## src/rtl/imem_fetch_ctrl_pkg.sv

```systemverilog
// Shared types and constants for the instruction-fetch controller.
package imem_pkg;

    localparam int unsigned IMEM_DATA_W = 32;
    localparam int unsigned IMEM_ADDR_W = 11;
    localparam int unsigned OPCODE_W    = 4;
    localparam logic [OPCODE_W-1:0] OP_END = 4'hF;
    localparam int unsigned IMEM_WORDS  = 1 << IMEM_ADDR_W;

    typedef enum logic [1:0] {
        IDLE  = 2'd0,
        FETCH = 2'd1,
        DRAIN = 2'd2,
        DONE  = 2'd3
    } fetch_state_t;

endpackage

```

## src/rtl/imem_fetch_ctrl_if.sv

```systemverilog
// Host, imem read-port and decoder-stream signals of the fetch controller.
// Optional IMEM_FETCH_PERF_EN adds the stall_cycles counter output.
interface imem_fetch_ctrl_if #(
    parameter int unsigned DATA_WIDTH = 32,
    parameter int unsigned ADDR_WIDTH = 11
);
    logic                  start;
    logic [ADDR_WIDTH-1:0] base_addr;
    logic [ADDR_WIDTH:0]   inst_count;
    logic                  abort;
    logic                  imem_read_req;
    logic [ADDR_WIDTH-1:0] imem_read_addr;
    logic [DATA_WIDTH-1:0] imem_read_data;
    logic                  inst_valid;
    logic [DATA_WIDTH-1:0] inst_data;
    logic                  inst_ready;
    logic                  busy;
    logic                  done;
`ifdef IMEM_FETCH_PERF_EN
    logic [31:0]           stall_cycles;
`endif

    // Environment side: host, memory and decoder
    modport master (
        output start, base_addr, inst_count, abort, imem_read_data, inst_ready,
        input  imem_read_req, imem_read_addr, inst_valid, inst_data, busy, done
`ifdef IMEM_FETCH_PERF_EN
        , input stall_cycles
`endif
    );

    // Fetch controller side
    modport slave (
        input  start, base_addr, inst_count, abort, imem_read_data, inst_ready,
        output imem_read_req, imem_read_addr, inst_valid, inst_data, busy, done
`ifdef IMEM_FETCH_PERF_EN
        , output stall_cycles
`endif
    );
endinterface

```

## src/rtl/imem_fetch_ctrl_skid_fifo.sv

```systemverilog
// Two-entry FIFO holding fetched words until the decoder accepts them.
module fetch_skid_fifo #(
    parameter int unsigned WIDTH = 32
) (
    input  logic             clk,
    input  logic             reset,
    input  logic             flush_i,
    input  logic             push_i,
    input  logic [WIDTH-1:0] push_data_i,
    input  logic             pop_i,
    output logic             valid_o,
    output logic [WIDTH-1:0] head_o,
    output logic [1:0]       occupancy_o
);

    logic [WIDTH-1:0] e0_q, e0_d, e1_q, e1_d;
    logic [1:0]       cnt_q, cnt_d;
    logic             pop_ok, push_ok;

    // Entry shuffling; e0 is always the head
    always_comb begin
        e0_d    = e0_q;
        e1_d    = e1_q;
        cnt_d   = cnt_q;
        pop_ok  = pop_i && (cnt_q != 2'd0);
        push_ok = push_i && ((cnt_q != 2'd2) || pop_ok);
        if (flush_i) begin
            cnt_d = 2'd0;
        end else begin
            case ({push_ok, pop_ok})
                2'b10: begin
                    if (cnt_q == 2'd0) e0_d = push_data_i;
                    else               e1_d = push_data_i;
                    cnt_d = cnt_q + 2'd1;
                end
                2'b01: begin
                    e0_d  = e1_q;
                    cnt_d = cnt_q - 2'd1;
                end
                2'b11: begin
                    if (cnt_q == 2'd1) begin
                        e0_d = push_data_i;
                    end else begin
                        e0_d = e1_q;
                        e1_d = push_data_i;
                    end
                end
                default: ;
            endcase
        end
    end

    // Storage and occupancy registers
    always_ff @(posedge clk) begin
        if (reset) begin
            e0_q  <= '0;
            e1_q  <= '0;
            cnt_q <= 2'd0;
        end else begin
            e0_q  <= e0_d;
            e1_q  <= e1_d;
            cnt_q <= cnt_d;
        end
    end

    assign valid_o     = (cnt_q != 2'd0);
    assign head_o      = e0_q;
    assign occupancy_o = cnt_q;

endmodule

```

## src/rtl/imem_fetch_ctrl.sv

```systemverilog
// Instruction fetch sequencer: reads imem words from a base address and
// streams them to the decoder until the count runs out or an END opcode.
// Optional IMEM_FETCH_PERF_EN adds the stall_cycles backpressure counter.
module imem_fetch_ctrl
    import imem_pkg::*;
#(
    parameter int unsigned DATA_WIDTH = IMEM_DATA_W,
    parameter int unsigned ADDR_WIDTH = IMEM_ADDR_W
) (
    input  logic             clk,
    input  logic             reset,
    imem_fetch_ctrl_if.slave ctl_if
);

    localparam int unsigned CNT_W = ADDR_WIDTH + 1;

    fetch_state_t          state_q, state_d;
    logic [ADDR_WIDTH-1:0] addr_q, addr_d;
    logic [CNT_W-1:0]      remain_q, remain_d;
    logic                  inflight_q, inflight_d;
    logic                  busy_q, done_q;

    logic                  issue_c, push_c, pop_c, end_hit_c, flush_c, empty_next_c;
    logic [2:0]            load_c;
    logic [1:0]            occ;
    logic                  fifo_valid;
    logic [DATA_WIDTH-1:0] fifo_head;

    // Next-state, issue and buffer control
    always_comb begin
        state_d      = state_q;
        addr_d       = addr_q;
        remain_d     = remain_q;
        inflight_d   = 1'b0;
        issue_c      = 1'b0;
        push_c       = 1'b0;
        end_hit_c    = 1'b0;
        flush_c      = 1'b0;
        pop_c        = fifo_valid && ctl_if.inst_ready;
        // A pop this cycle frees a slot before the newly issued read returns
        load_c       = 3'(occ) + 3'(inflight_q) - 3'(pop_c);
        empty_next_c = (occ == 2'd0) || ((occ == 2'd1) && pop_c);

        if (ctl_if.abort) begin
            state_d = IDLE;
            flush_c = 1'b1;
        end else begin
            case (state_q)
                IDLE: begin
                    if (ctl_if.start) begin
                        addr_d   = ctl_if.base_addr;
                        remain_d = ctl_if.inst_count;
                        state_d  = (ctl_if.inst_count == '0) ? DONE : FETCH;
                    end
                end
                FETCH: begin
                    push_c    = inflight_q;
                    end_hit_c = inflight_q &&
                        (ctl_if.imem_read_data[DATA_WIDTH-1 -: OPCODE_W] == OP_END);
                    issue_c   = (remain_q != '0) && (load_c < 3'd2);
                    if (issue_c) begin
                        addr_d     = addr_q + ADDR_WIDTH'(1);
                        remain_d   = remain_q - CNT_W'(1);
                        inflight_d = 1'b1;
                    end
                    if (end_hit_c) begin
                        state_d = DRAIN;
                    end else if ((remain_q == '0) && !inflight_q) begin
                        state_d = empty_next_c ? DONE : DRAIN;
                    end
                end
                DRAIN: begin
                    // A read issued alongside the END word lands here and is dropped
                    if (empty_next_c) state_d = DONE;
                end
                DONE:    state_d = IDLE;
                default: state_d = IDLE;
            endcase
        end
    end

    // State and registered status outputs
    always_ff @(posedge clk) begin
        if (reset) begin
            state_q    <= IDLE;
            addr_q     <= '0;
            remain_q   <= '0;
            inflight_q <= 1'b0;
            busy_q     <= 1'b0;
            done_q     <= 1'b0;
        end else begin
            state_q    <= state_d;
            addr_q     <= addr_d;
            remain_q   <= remain_d;
            inflight_q <= inflight_d;
            busy_q     <= (state_d == FETCH) || (state_d == DRAIN);
            done_q     <= (state_d == DONE);
        end
    end

    fetch_skid_fifo #(
        .WIDTH (DATA_WIDTH)
    ) u_fifo (
        .clk         (clk),
        .reset       (reset),
        .flush_i     (flush_c),
        .push_i      (push_c),
        .push_data_i (ctl_if.imem_read_data),
        .pop_i       (pop_c),
        .valid_o     (fifo_valid),
        .head_o      (fifo_head),
        .occupancy_o (occ)
    );

    assign ctl_if.imem_read_req  = issue_c;
    assign ctl_if.imem_read_addr = addr_q;
    assign ctl_if.inst_valid     = fifo_valid;
    assign ctl_if.inst_data      = fifo_head;
    assign ctl_if.busy           = busy_q;
    assign ctl_if.done           = done_q;

`ifdef IMEM_FETCH_PERF_EN
    logic        start_acc_c;
    logic [31:0] stall_q;

    assign start_acc_c = (state_q == IDLE) && ctl_if.start && !ctl_if.abort;

    // Saturating count of decoder-stalled cycles within a run
    always_ff @(posedge clk) begin
        if (reset) begin
            stall_q <= '0;
        end else if (start_acc_c) begin
            stall_q <= '0;
        end else if (busy_q && fifo_valid && !ctl_if.inst_ready &&
                     (stall_q != 32'hFFFF_FFFF)) begin
            stall_q <= stall_q + 32'd1;
        end
    end

    assign ctl_if.stall_cycles = stall_q;
`endif

endmodule
```

## src/flat_wrapper.sv

```systemverilog
// flat-port wrapper written by rule: the top's interface ports become plain ports
module imem_fetch_ctrl_flat import imem_pkg::*;
#(
    parameter int unsigned DATA_WIDTH = IMEM_DATA_W,
    parameter int unsigned ADDR_WIDTH = IMEM_ADDR_W
)
  (clk, reset, ctl_if_start, ctl_if_base_addr, ctl_if_inst_count, ctl_if_abort, ctl_if_imem_read_data, ctl_if_inst_ready, ctl_if_imem_read_req, ctl_if_imem_read_addr, ctl_if_inst_valid, ctl_if_inst_data, ctl_if_busy, ctl_if_done);
  imem_fetch_ctrl_if #(.DATA_WIDTH(DATA_WIDTH), .ADDR_WIDTH(ADDR_WIDTH)) ctl_if_i ();
  input  logic clk;
  input  logic reset;
  input wire logic [$bits(ctl_if_i.start)-1:0] ctl_if_start;
  input wire logic [$bits(ctl_if_i.base_addr)-1:0] ctl_if_base_addr;
  input wire logic [$bits(ctl_if_i.inst_count)-1:0] ctl_if_inst_count;
  input wire logic [$bits(ctl_if_i.abort)-1:0] ctl_if_abort;
  input wire logic [$bits(ctl_if_i.imem_read_data)-1:0] ctl_if_imem_read_data;
  input wire logic [$bits(ctl_if_i.inst_ready)-1:0] ctl_if_inst_ready;
  output wire logic [$bits(ctl_if_i.imem_read_req)-1:0] ctl_if_imem_read_req;
  output wire logic [$bits(ctl_if_i.imem_read_addr)-1:0] ctl_if_imem_read_addr;
  output wire logic [$bits(ctl_if_i.inst_valid)-1:0] ctl_if_inst_valid;
  output wire logic [$bits(ctl_if_i.inst_data)-1:0] ctl_if_inst_data;
  output wire logic [$bits(ctl_if_i.busy)-1:0] ctl_if_busy;
  output wire logic [$bits(ctl_if_i.done)-1:0] ctl_if_done;
  assign ctl_if_i.start = ctl_if_start;
  assign ctl_if_i.base_addr = ctl_if_base_addr;
  assign ctl_if_i.inst_count = ctl_if_inst_count;
  assign ctl_if_i.abort = ctl_if_abort;
  assign ctl_if_i.imem_read_data = ctl_if_imem_read_data;
  assign ctl_if_i.inst_ready = ctl_if_inst_ready;
  assign ctl_if_imem_read_req = ctl_if_i.imem_read_req;
  assign ctl_if_imem_read_addr = ctl_if_i.imem_read_addr;
  assign ctl_if_inst_valid = ctl_if_i.inst_valid;
  assign ctl_if_inst_data = ctl_if_i.inst_data;
  assign ctl_if_busy = ctl_if_i.busy;
  assign ctl_if_done = ctl_if_i.done;
  imem_fetch_ctrl #(.DATA_WIDTH(DATA_WIDTH), .ADDR_WIDTH(ADDR_WIDTH)) u_core (.clk(clk), .reset(reset), .ctl_if(ctl_if_i));
endmodule
```

## config.mk

```make
export PLATFORM = sky130hd
export DESIGN_NAME = imem_fetch_ctrl_flat
export DESIGN_NICKNAME = d
export VERILOG_FILES = /design/src/rtl/imem_fetch_ctrl_pkg.sv /design/src/rtl/imem_fetch_ctrl_if.sv /design/src/rtl/imem_fetch_ctrl_skid_fifo.sv /design/src/rtl/imem_fetch_ctrl.sv /design/src/flat_wrapper.sv
export SDC_FILE = /design/constraint.sdc
export NUM_CORES = 1
export LEC_CHECK = 0
export BUFFER_PORTS_ARGS = -buffer_cell sky130_fd_sc_hd__buf_2
export CAP_MARGIN = 20
export CORE_MARGIN = 8
export CORE_UTILIZATION = 45
export DETAILED_ROUTE_END_ITERATION = 6
export GPL_ROUTABILITY_DRIVEN = 1
export PLACE_DENSITY = 0.69
export SYNTH_ARGS = -nofsm -noshare
export SYNTH_HDL_FRONTEND = slang
export SYNTH_SLANG_ARGS = --single-unit
```

## constraint.sdc

```tcl
create_clock -name clk -period 3.6 [get_ports clk]
set_input_delay 0.36 -clock clk [delete_from_list [all_inputs] [get_ports clk]]
set_output_delay 0.36 -clock clk [all_outputs]
set_load 0.02 [all_outputs]
```

==> metrics, run 1 <==
outcome=completed; gr ovfl total=0; clk slew on worst S/H paths=~0.10 ns; RePlAce Congestion=around 0.83; DP Wirelength=8160 um; via count=~4.2k; number of synthesized register bits=94; RSZ-0062 raised after global routing=false; post-synthesis cell area=about 4500 sq um; clk_skew=0.0162 ns; Die Wd=116 um; final hold violation count=0; Post-DRT Antenna Nets=0; CTS tree=built; Post-CTS Resized=0; setup repair bufs after CTS=0; CTS Root Cell=clkbuf_8; Highest Clock Rate=0.299 GHz; I/O pins=107; Critical Path End Type=primary output; worst hold path type=input port to register; CP required=3.24 ns; Post-Syn Instances=roughly 550; final setup violation count=0; row count=36; Ys Warns=0; port bufs=106; number of synthesized flops with an enable pin=0; WL/cell=15.0 um; Ant. Diodes=0; max_slew headroom=36.3%; startpoint types=register; Post-CTS Hold Fix Bufs=0; 1st-pass router iterations=4; reg2reg end=u_core.remain_q[0]; Post-route DRC=0; final cycle utilization of the critical path=93.0%; critical path peak fanout=5; initial drt markers=289; CTS buffer count=9; P_leak=2.02 nW; Setup WS post-layout=roughly 0.25 ns; Die Ht=116 um; Pwr per Cell Area=roughly 460 nW/um^2; maximum VDD drop=0.212 mV; Die ar.=13500 sq um; number of global-route vias before repair=around 4k; clk buf depth=2; clk sinks=94; layout cells sized above 1=22.6%; Reg2Reg Launch Point=u_core.u_fifo.occupancy_o[1]; placed cells=approximately 750; initial core utilization=between 40% and 50%; initial antenna violation count=0; Synth async-reset ratio=0%; Setup TNS Final=0 ns; Hold Startpoint=ctl_if_imem_read_data[24]; Core Region=9730 sq um; clock latency on the worst-skew pair=0.36 ns; Final Non-Filler Cells=770; syn nets=slightly above 600; hold depth=3; measured slew at the worst slew-check pin=between 0.9 and 1 ns; H-tree depth=3; Worst R2R Setup Slack=0.39 ns; Syn Area/Cell=8.21 sq um; Slew Limit Fails=0; first-pass GRT wire length=19000 um; dpl ws=about 0.35 ns; DRT Wirelength=11600 um; R2R cell count=13; GRT Total Usage=approximately 17%; Area growth syn-to-layout=18.2%; post-layout net count=701; fraction of the yosys area taken by sequential cells=41.8%; Period minus WS final=3.35 ns; Top FF cell, synth=dfxtp_1; critical path class=register to primary output; CP arrival=2.99 ns; Max-Cap Viols=0; vias per inst=5.40; Hold Path End=u_core.u_fifo.e1_q[24]; largest net degree at the start of global routing=65; Cell variety after synth=54
[how the worst max path moves through the flow]
stage | slack [ns] | endpoint | startpoint | cells past startpoint
4_1_cts | 0.18 | ctl_if_imem_read_req | u_core.u_fifo.occupancy_o[1] | 12
3_3_place_gp | 0.52 | u_core.remain_q[0] | u_core.u_fifo.occupancy_o[1] | 13
3_5_place_dp | 0.35 | u_core.remain_q[0] | u_core.u_fifo.occupancy_o[1] | 13
6_report | 0.25 | ctl_if_imem_read_req | u_core.u_fifo.occupancy_o[1] | 12
5_1_grt | 0.03 | ctl_if_imem_read_req | u_core.u_fifo.occupancy_o[1] | 12
2_1_floorplan | 0.67 | ctl_if_imem_read_req | u_core.u_fifo.occupancy_o[1] | 11
[final cells by class]
class	instances	area, sq um
clock buffers	11	151
clock inverters	5	88.8
fillers	985	4410
inverters	8	30.0
multi-input cells	404	2390
flip-flops and latches	94	1880
well taps	133	166
repair buffers	115	611
[critical path: stages (launching register included)]
cell and delay, ns:
dfxtp_2 0.37, inv_1 0.12, ha_1 0.20, inv_1 0.07, nand2_1 0.21, inv_1 0.13, ha_1 0.29, nand2b_1 0.16
fa_1 0.39, xnor2_1 0.24, nand4_1 0.18, nor2_1 0.11, buf_2 0.17
[metal layers]
layer	vias up	track usage (%)	routed length, um
met5	-	0	0
met4	0	7.26	211
met3	17	3.07	582
met2	92	29.5	5690
met1	1945	21.2	5070
li1	2104	-	-
[power by group]
part           internal, mW  total [mW]  switching [mW]
Clock                 0.438       0.829           0.391
Combinational         0.180       0.464           0.283
Sequential             1.09        1.15          0.0596
Total                  1.71        2.44           0.734
[cell usage in the layout (no fill, tap or decap), types with 3 or more instances in the layout]
cell / instances
nor2b_1: 3
dfxtp_1: 93
a211oi_1: 36
a21oi_1: 65
ha_1: 8
nor3_1: 13
nor2_1: 52
and3_1: 3
buf_4: 8
nand4_1: 4
a31oi_1: 3
o21ai_0: 23
buf_2: 106
nand2b_1: 7
o41ai_1: 3
a21o_1: 3
o31ai_1: 3
mux2i_1: 32
nand2_1: 105
clkbuf_8: 11
nand3_1: 6
inv_1: 8
[cells by family (layout without fill, tap and decap cells)]
kind of cell,count (synthesis),count (layout),synth area share (%)
and+or+nand+nor,206,206,20.6
DFF,94,94,41.8
AOI/OAI and AO/OA,155,155,22.1
muxes,32,32,7.12
xor gates and xnor gates,2,2,0.390
adders and majority gates,9,9,2.67
buffers and inverters,50,139,5.26
[synthesized netlist by cell type (4+ instances only)]
master    count  area, sq um
nand2b_1      7         43.8
a21oi_1      65          325
nand3_1       6         30.0
nand2_1     105          394
o21ai_0      23          115
a211oi_1     36          270
inv_1         8         30.0
clkbuf_1     26         97.6
buf_2         8         40.0
nor2_1       52          195
ha_1          8          100
nor3_1       13         65.1
dfxtp_1      94         1880
mux2i_1      32          320
nand4_1       4         25.0
[sequential cells by signal, indices dropped and copies added, names as in the netlist]
name,flops
u_core.u_fifo.e1_q,32
u_core.u_fifo.head_o,32
u_core.remain_q,12
u_core.ctl_if.imem_read_addr,11
u_core.state_q,2
u_core.u_fifo.occupancy_o,2
u_core.ctl_if.busy,1
u_core.ctl_if.done,1
u_core.inflight_q,1
[per-stage QoR]
stage	hold WS [ns]	instance area [sq um]	util, %	power (mW)
after floorplan	0.436	4500	-	1.50
after global placement	0.441	5080	52.2	1.62
after detailed placement	0.446	5080	52.2	1.63
after CTS	0.218	5320	54.6	2.46
after global routing	0.226	5320	54.7	2.57
final	0.228	5320	54.7	2.44
Power figures use the tool's default switching activity.
==> run 2, diff against run 1 <==
--- a/config.mk
+++ b/config.mk
@@ -11,7 +11,9 @@
 export CORE_UTILIZATION = 45
 export DETAILED_ROUTE_END_ITERATION = 6
 export GPL_ROUTABILITY_DRIVEN = 1
-export PLACE_DENSITY = 0.69
+export PLACE_DENSITY = 0.68
+export RECOVER_POWER = 100
 export SYNTH_ARGS = -nofsm -noshare
 export SYNTH_HDL_FRONTEND = slang
+export SYNTH_HIERARCHICAL = 1
 export SYNTH_SLANG_ARGS = --single-unit
==> run 2 against run 1 <==
  * The flow now finishes with violations (max-capacitance violations, max-slew violations)
  * Power fell by 16%
  * Flip-flop and latch count did not move
  * Register-to-register slack got worse by 0.02 ns
  * Fmax rose by 1.6%
  * Area after synthesis rose by 5.0%
  * Core utilization fell by 3.0 points
  * Highest routed layer is now met5
  * Combinational power fell by 37%
  * Clock skew fell by 0.0054 ns
  * Setup slack improved by 0.053 ns
  * Routed wire length rose by 9.3%
==> metrics, run 2 <==
outcome=finished, violations left; failing checks=max-capacitance violations, max-slew violations; Ys Warns=6; Die ar.=between 10000 and 15000 sq um; startpoint types=register; layout cells sized above 1=16.5%; post-synthesis cell area=approximately 4700 sq um; final cycle utilization of the critical path=91.5%; Die Wd=118 um; Fillers=about 1.1k; CP arrival=2.93 ns; Syn Area/Cell=8.08 sq um; Hold Startpoint=ctl_if_imem_read_data[12]; setup repair bufs after CTS=0; Period minus WS final=3.29 ns; initial antenna violation count=3; Critical Path End Type=primary output; Synth async-reset ratio=0%; Setup WS post-layout=0.307 ns; GRT Total Usage=17.5%; Post-route DRC=0; Area contributors post-synth=dfxtp_1, nand2_1, a311oi_2; number of synthesized flops with an enable pin=0; Max-Cap Viols=2; worst hold path type=input port to register; I/O pins=107; fraction of the yosys area taken by sequential cells=39.8%; clk_skew=between 0.01 and 0.015 ns; clk sinks=94; measured slew at the worst slew-check pin=1.63 ns; critical path class=register to primary output; 1st-pass router iterations=5; maximum VDD drop=0.175 mV; Reg2Reg Launch Point=u_core/u_fifo/occupancy_o[0]; initial core utilization=46.0%; initial drt markers=328; CTS tree=built; Post-CTS Resized=0; Post-DRT Antenna Nets=0; RePlAce Congestion=0.787; DP Wirelength=8580 um; critical path peak fanout=5; largest net degree at the start of global routing=between 70 and 80; Slew Limit Fails=66; number of synthesized register bits=between 90 and 100; Worst R2R Setup Slack=0.37 ns; first-pass GRT wire length=20700 um; final hold violation count=0; dpl ws=0.311 ns; Synth area leader=dfxtp_1; area of the multi-input gates=2490 sq um; Die Ht=118 um; port bufs=106; most frequent cells in the layout=nand2_1, dfxtp_1, a21oi_1; CP required=3.24 ns; clk slew on worst S/H paths=0.09 ns; most common library cells after synthesis=nand2_1, dfxtp_1, a21oi_1, nor2_1, a311oi_2; gr ovfl total=0; DRT Wirelength=about 13000 um; Hold Path End=u_core/u_fifo/e1_q[12]; Setup TNS Final=0 ns; reg2reg end=u_core/remain_q[0]; number of global-route vias before repair=4295; WL/cell=15.5 um; top-count cell post-synth=nand2_1; via count=4435; Core Region=10300 sq um; Yosys top cell area share=39.8%; syn nets=654; Cell variety after synth=58; clock latency on the worst-skew pair=~0.36 ns; CTS buffer count=9; R2R cell count=13; RSZ-0062 raised after global routing=false; CTS Root Cell=clkbuf_8; Pwr per Cell Area=388 nW/um^2; clk buf depth=2; max_slew headroom=-8.37%; Post-Syn Instances=585; P_leak=approximately 1.9 nW; commonest non-fill, non-tap cell in the layout=nand2_1; vias per inst=5.46; Highest Clock Rate=roughly 0.30 GHz; Top FF cell, synth=dfxtp_1; final setup violation count=0; row count=37; Area growth syn-to-layout=12.3%; FF/Latch Area=between 1500 and 2000 sq um; post-layout net count=roughly 740; Post-CTS Hold Fix Bufs=0; hold depth=3; H-tree depth=3
run 2: routing by layer:
layer  up-vias  track usage, %  wire (um)
li1       2221               -          -
met1      2079            20.8       5500
met2       120            29.6       6120
met3        13            5.90        902
met4         2            4.90         94
met5         -               0          8
run 2: per-stage QoR:
| stage | instance area, sq um | util [%] | instances | hold WS, ns | total power [mW] |
|---|---|---|---|---|---|
| after floorplan | 4720 | - | 585 | 0.437 | 1.33 |
| after global placement | 5260 | 51.2 | 793 | 0.441 | 1.42 |
| after detailed placement | 5260 | 51.2 | 793 | 0.447 | 1.43 |
| after CTS | 5440 | 53.0 | 809 | 0.208 | 2.09 |
| after global routing | 5310 | 51.6 | 812 | 0.225 | 2.16 |
| final | 5310 | 51.6 | 812 | 0.234 | 2.06 |
run 2: cell type report:
class	count	area share, %
Clock buffer	11	2.66
Sequential cell	94	35.5
Antenna cell	2	0.0943
Clock inverter	5	0.778
Inverter	9	0.636
Timing Repair Buffer	115	10.2
Tap cell	136	3.21
Multi-Input combinational cell	440	46.9
run 2: kinds of logic after synthesis:
kind of cell,synth area share (%)
AOI/OAI and AO/OA,25.2
buffers and inverters,5.53
muxes,0.847
xor gates and xnor gates,0.371
DFF,39.8
adders and majority gates,2.54
and+or+nand+nor,25.7
run 2: power breakdown:
| part | switching (mW) | leakage (nW) | internal (mW) |
|---|---|---|---|
| clock network | 0.386 | 0.0866 | 0.277 |
| registers | 0.0362 | 0.762 | 1.07 |
| logic | 0.184 | 1.05 | 0.108 |
| total | 0.606 | 1.90 | 1.45 |
run 2: worst max path at each step:
stage                                       from                   end
CTS                 u_core/u_fifo/occupancy_o[1]  ctl_if_imem_read_req
floorplan           u_core/u_fifo/occupancy_o[1]    u_core/remain_q[0]
detailed placement  u_core/u_fifo/occupancy_o[1]    u_core/remain_q[0]
global placement    u_core/u_fifo/occupancy_o[1]    u_core/remain_q[0]
finish              u_core/u_fifo/occupancy_o[0]  ctl_if_imem_read_req
global route        u_core/u_fifo/occupancy_o[0]  ctl_if_imem_read_req
run 2: worst max-delay path, cell delays in order (launching register included):
cell,delay (ns)
dfxtp_1,0.42
inv_1,0.09
ha_1,0.24
inv_1,0.08
nand2_1,0.07
inv_1,0.10
ha_1,0.24
nand2b_1,0.15
fa_1,0.38
xnor2_1,0.19
nand3_1,0.22
nor3_1,0.20
buf_2,0.20
==> run 3, diff against run 2 <==
--- a/config.mk
+++ b/config.mk
@@ -11,9 +11,8 @@
 export CORE_UTILIZATION = 45
 export DETAILED_ROUTE_END_ITERATION = 6
 export GPL_ROUTABILITY_DRIVEN = 1
-export PLACE_DENSITY = 0.68
+export PLACE_DENSITY = 0.69
 export RECOVER_POWER = 100
 export SYNTH_ARGS = -nofsm -noshare
 export SYNTH_HDL_FRONTEND = slang
-export SYNTH_HIERARCHICAL = 1
 export SYNTH_SLANG_ARGS = --single-unit
==> run 3 against run 2 <==
  * The flow now finishes without violations
  * Final cell count shrank 5.2%
  * Hold slack lost 0.0059 ns
  * Die area shrank 4.2%
  * Core utilization grew 2.2 points
  * Fmax shrank 1.2%
  * Sequential share of layout area grew 0.47 points
  * Power grew 18%
==> metrics, run 3 (synthesis gave the netlist of run 1 again) <==
final hold violation count=0; Highest Clock Rate=0.300 GHz; Period minus WS final=3.33 ns; sw power=0.731 mW; initial core utilization=46.2%; RePlAce Congestion=0.827; Die Wd=116 um; gr ovfl total=0; Post-route DRC=0; Max stage delay cell, worst path=fa_1; Clk pwr share=around 34%; Bufs and invs on worst path=4; Core Region=9730 sq um; Setup TNS Final=0 ns; Die Ht=between 100 and 150 um; startpoint types=register; initial drt markers=315; via count=4155; P_leak=between 1.5 and 2 nW; number of global-route vias before repair=about 4k; met1 Usage GRT=21.2%; first-pass GRT wire length=19000 um; Critical Path End Type=primary output; Ant. Diodes=0; 1st-pass router iterations=5; GRT busiest layer=met2; Comb pwr share=18.6%; Worst path top cell family by delay=adder cells; row count=36; I/O pins=107; port bufs=approximately 110; CP arrival=2.97 ns; clk buf depth=2; final cycle utilization of the critical path=just over 90%; initial antenna violation count=0; critical path peak fanout=5; Core Util, Final=53.8%; CTS tree=built; CP Cell Sequence=inv_1 -> ha_1 -> inv_1 -> nand2_1 -> inv_1 -> ha_1 -> nand2b_1 -> fa_1 -> xnor2_1 -> nand4_1 -> nor2_1 -> clkbuf_2; clk slew on worst S/H paths=0.10 ns; most frequent cells in the layout=nand2_1, dfxtp_1, a21oi_1; critical path class=register to primary output; DP Wirelength=8160 um; H-tree depth=3; layout cells sized above 1=15.1%; Post-DRT Antenna Nets=0; CTS buffer count=9; post-layout net count=around 700; worst hold path type=input port to register; max_slew headroom=1.92%; Post-CTS Resized=0; GRT Total Usage=17.4%; Pwr per Cell Area=roughly 460 nW/um^2; Fillers=1005; internal power=roughly 1.7 mW; clk_skew=0.0172 ns; DRT Wirelength=11600 um; final setup violation count=0; M3 GR Usage=3.07%; Global Route met2 Usage=29.5%; Max-Cap Viols=0; Area growth syn-to-layout=16.4%; clock latency on the worst-skew pair=0.36 ns; CTS Root Cell=clkbuf_8; clk sinks=94; critical path's most frequent cell=inv_1; Post-CTS Hold Fix Bufs=0; CP peak stage delay=0.39 ns; Slew Limit Fails=0; vias per inst=5.40; Reg power frac=47.2%; setup repair bufs after CTS=0; commonest non-fill, non-tap cell in the layout=nand2_1; measured slew at the worst slew-check pin=1.47 ns; largest net degree at the start of global routing=65; outcome=completed; Die ar.=13500 sq um; switch share=30.2%; WL/cell=15.1 um; hold slack=0.228 ns; CP required=3.24 ns; RSZ-0062 raised after global routing=false; maximum VDD drop=0.212 mV
[run 3: worst paths after layout]
| check | cells past startpoint | slack (ns) | to | start |
|---|---|---|---|---|
| setup / recovery | 12 | 0.27 | ctl_if_imem_read_req | u_core.u_fifo.occupancy_o[1] |
| hold / removal | 3 | 0.23 | u_core.u_fifo.e1_q[24] | ctl_if_imem_read_data[24] |
| setup reg to reg | 13 | 0.42 | u_core.remain_q[0] | u_core.u_fifo.occupancy_o[1] |
| hold reg to reg | 2 | 0.46 | u_core.u_fifo.e1_q[6] | u_core.u_fifo.e1_q[6] |
[run 3: metal layers]
layer / up-vias / share of wire (%)
met5: - / 0
met1: 1920 / 44
met4: 0 / 1.9
li1: 2102 / -
met2: 114 / 49
met3: 19 / 5.6
[run 3: worst reg2reg max path: cells and delay by family, from the launching register on]
family          cells  cell delay, ns
fa+ha+maj           3            0.87
compound gates      3            0.66
buf+inv             4            0.59
flops               1            0.37
simple gates        2            0.37
xor+xnor            1            0.24
[run 3: metrics by stage]
step / worst slack [ns] / total power [mW] / cells / cell area, sq um
global route: 0.0215 / 2.55 / 770 / 5240
floorplan: 0.673 / 1.50 / 548 / 4500
global placement: 0.524 / 1.62 / 754 / 5080
finish: 0.267 / 2.43 / 770 / 5240
CTS: 0.181 / 2.46 / 770 / 5320
detailed placement: 0.354 / 1.63 / 754 / 5080
[run 3: final cells by class]
cell class / count / area [sq um] / area share, %
clock buffers: 11 / 151 / 2.89
clock inverters: 5 / 88.8 / 1.70
inverters: 8 / 30.0 / 0.573
multi-input cells: 404 / 2370 / 45.3
flip-flops and latches: 94 / 1880 / 36.0
well taps: 133 / 166 / 3.18
repair buffers: 115 / 546 / 10.4
[run 3: power by group through the flow]
stage                     registers, mW  logic (mW)  clock network (mW)
after floorplan                    1.19       0.316                   0
after global placement             1.17       0.456                   0
after detailed placement           1.17       0.464                   0
after CTS                          1.15       0.465               0.846
after global routing               1.15       0.505               0.894
final                              1.14       0.451               0.830
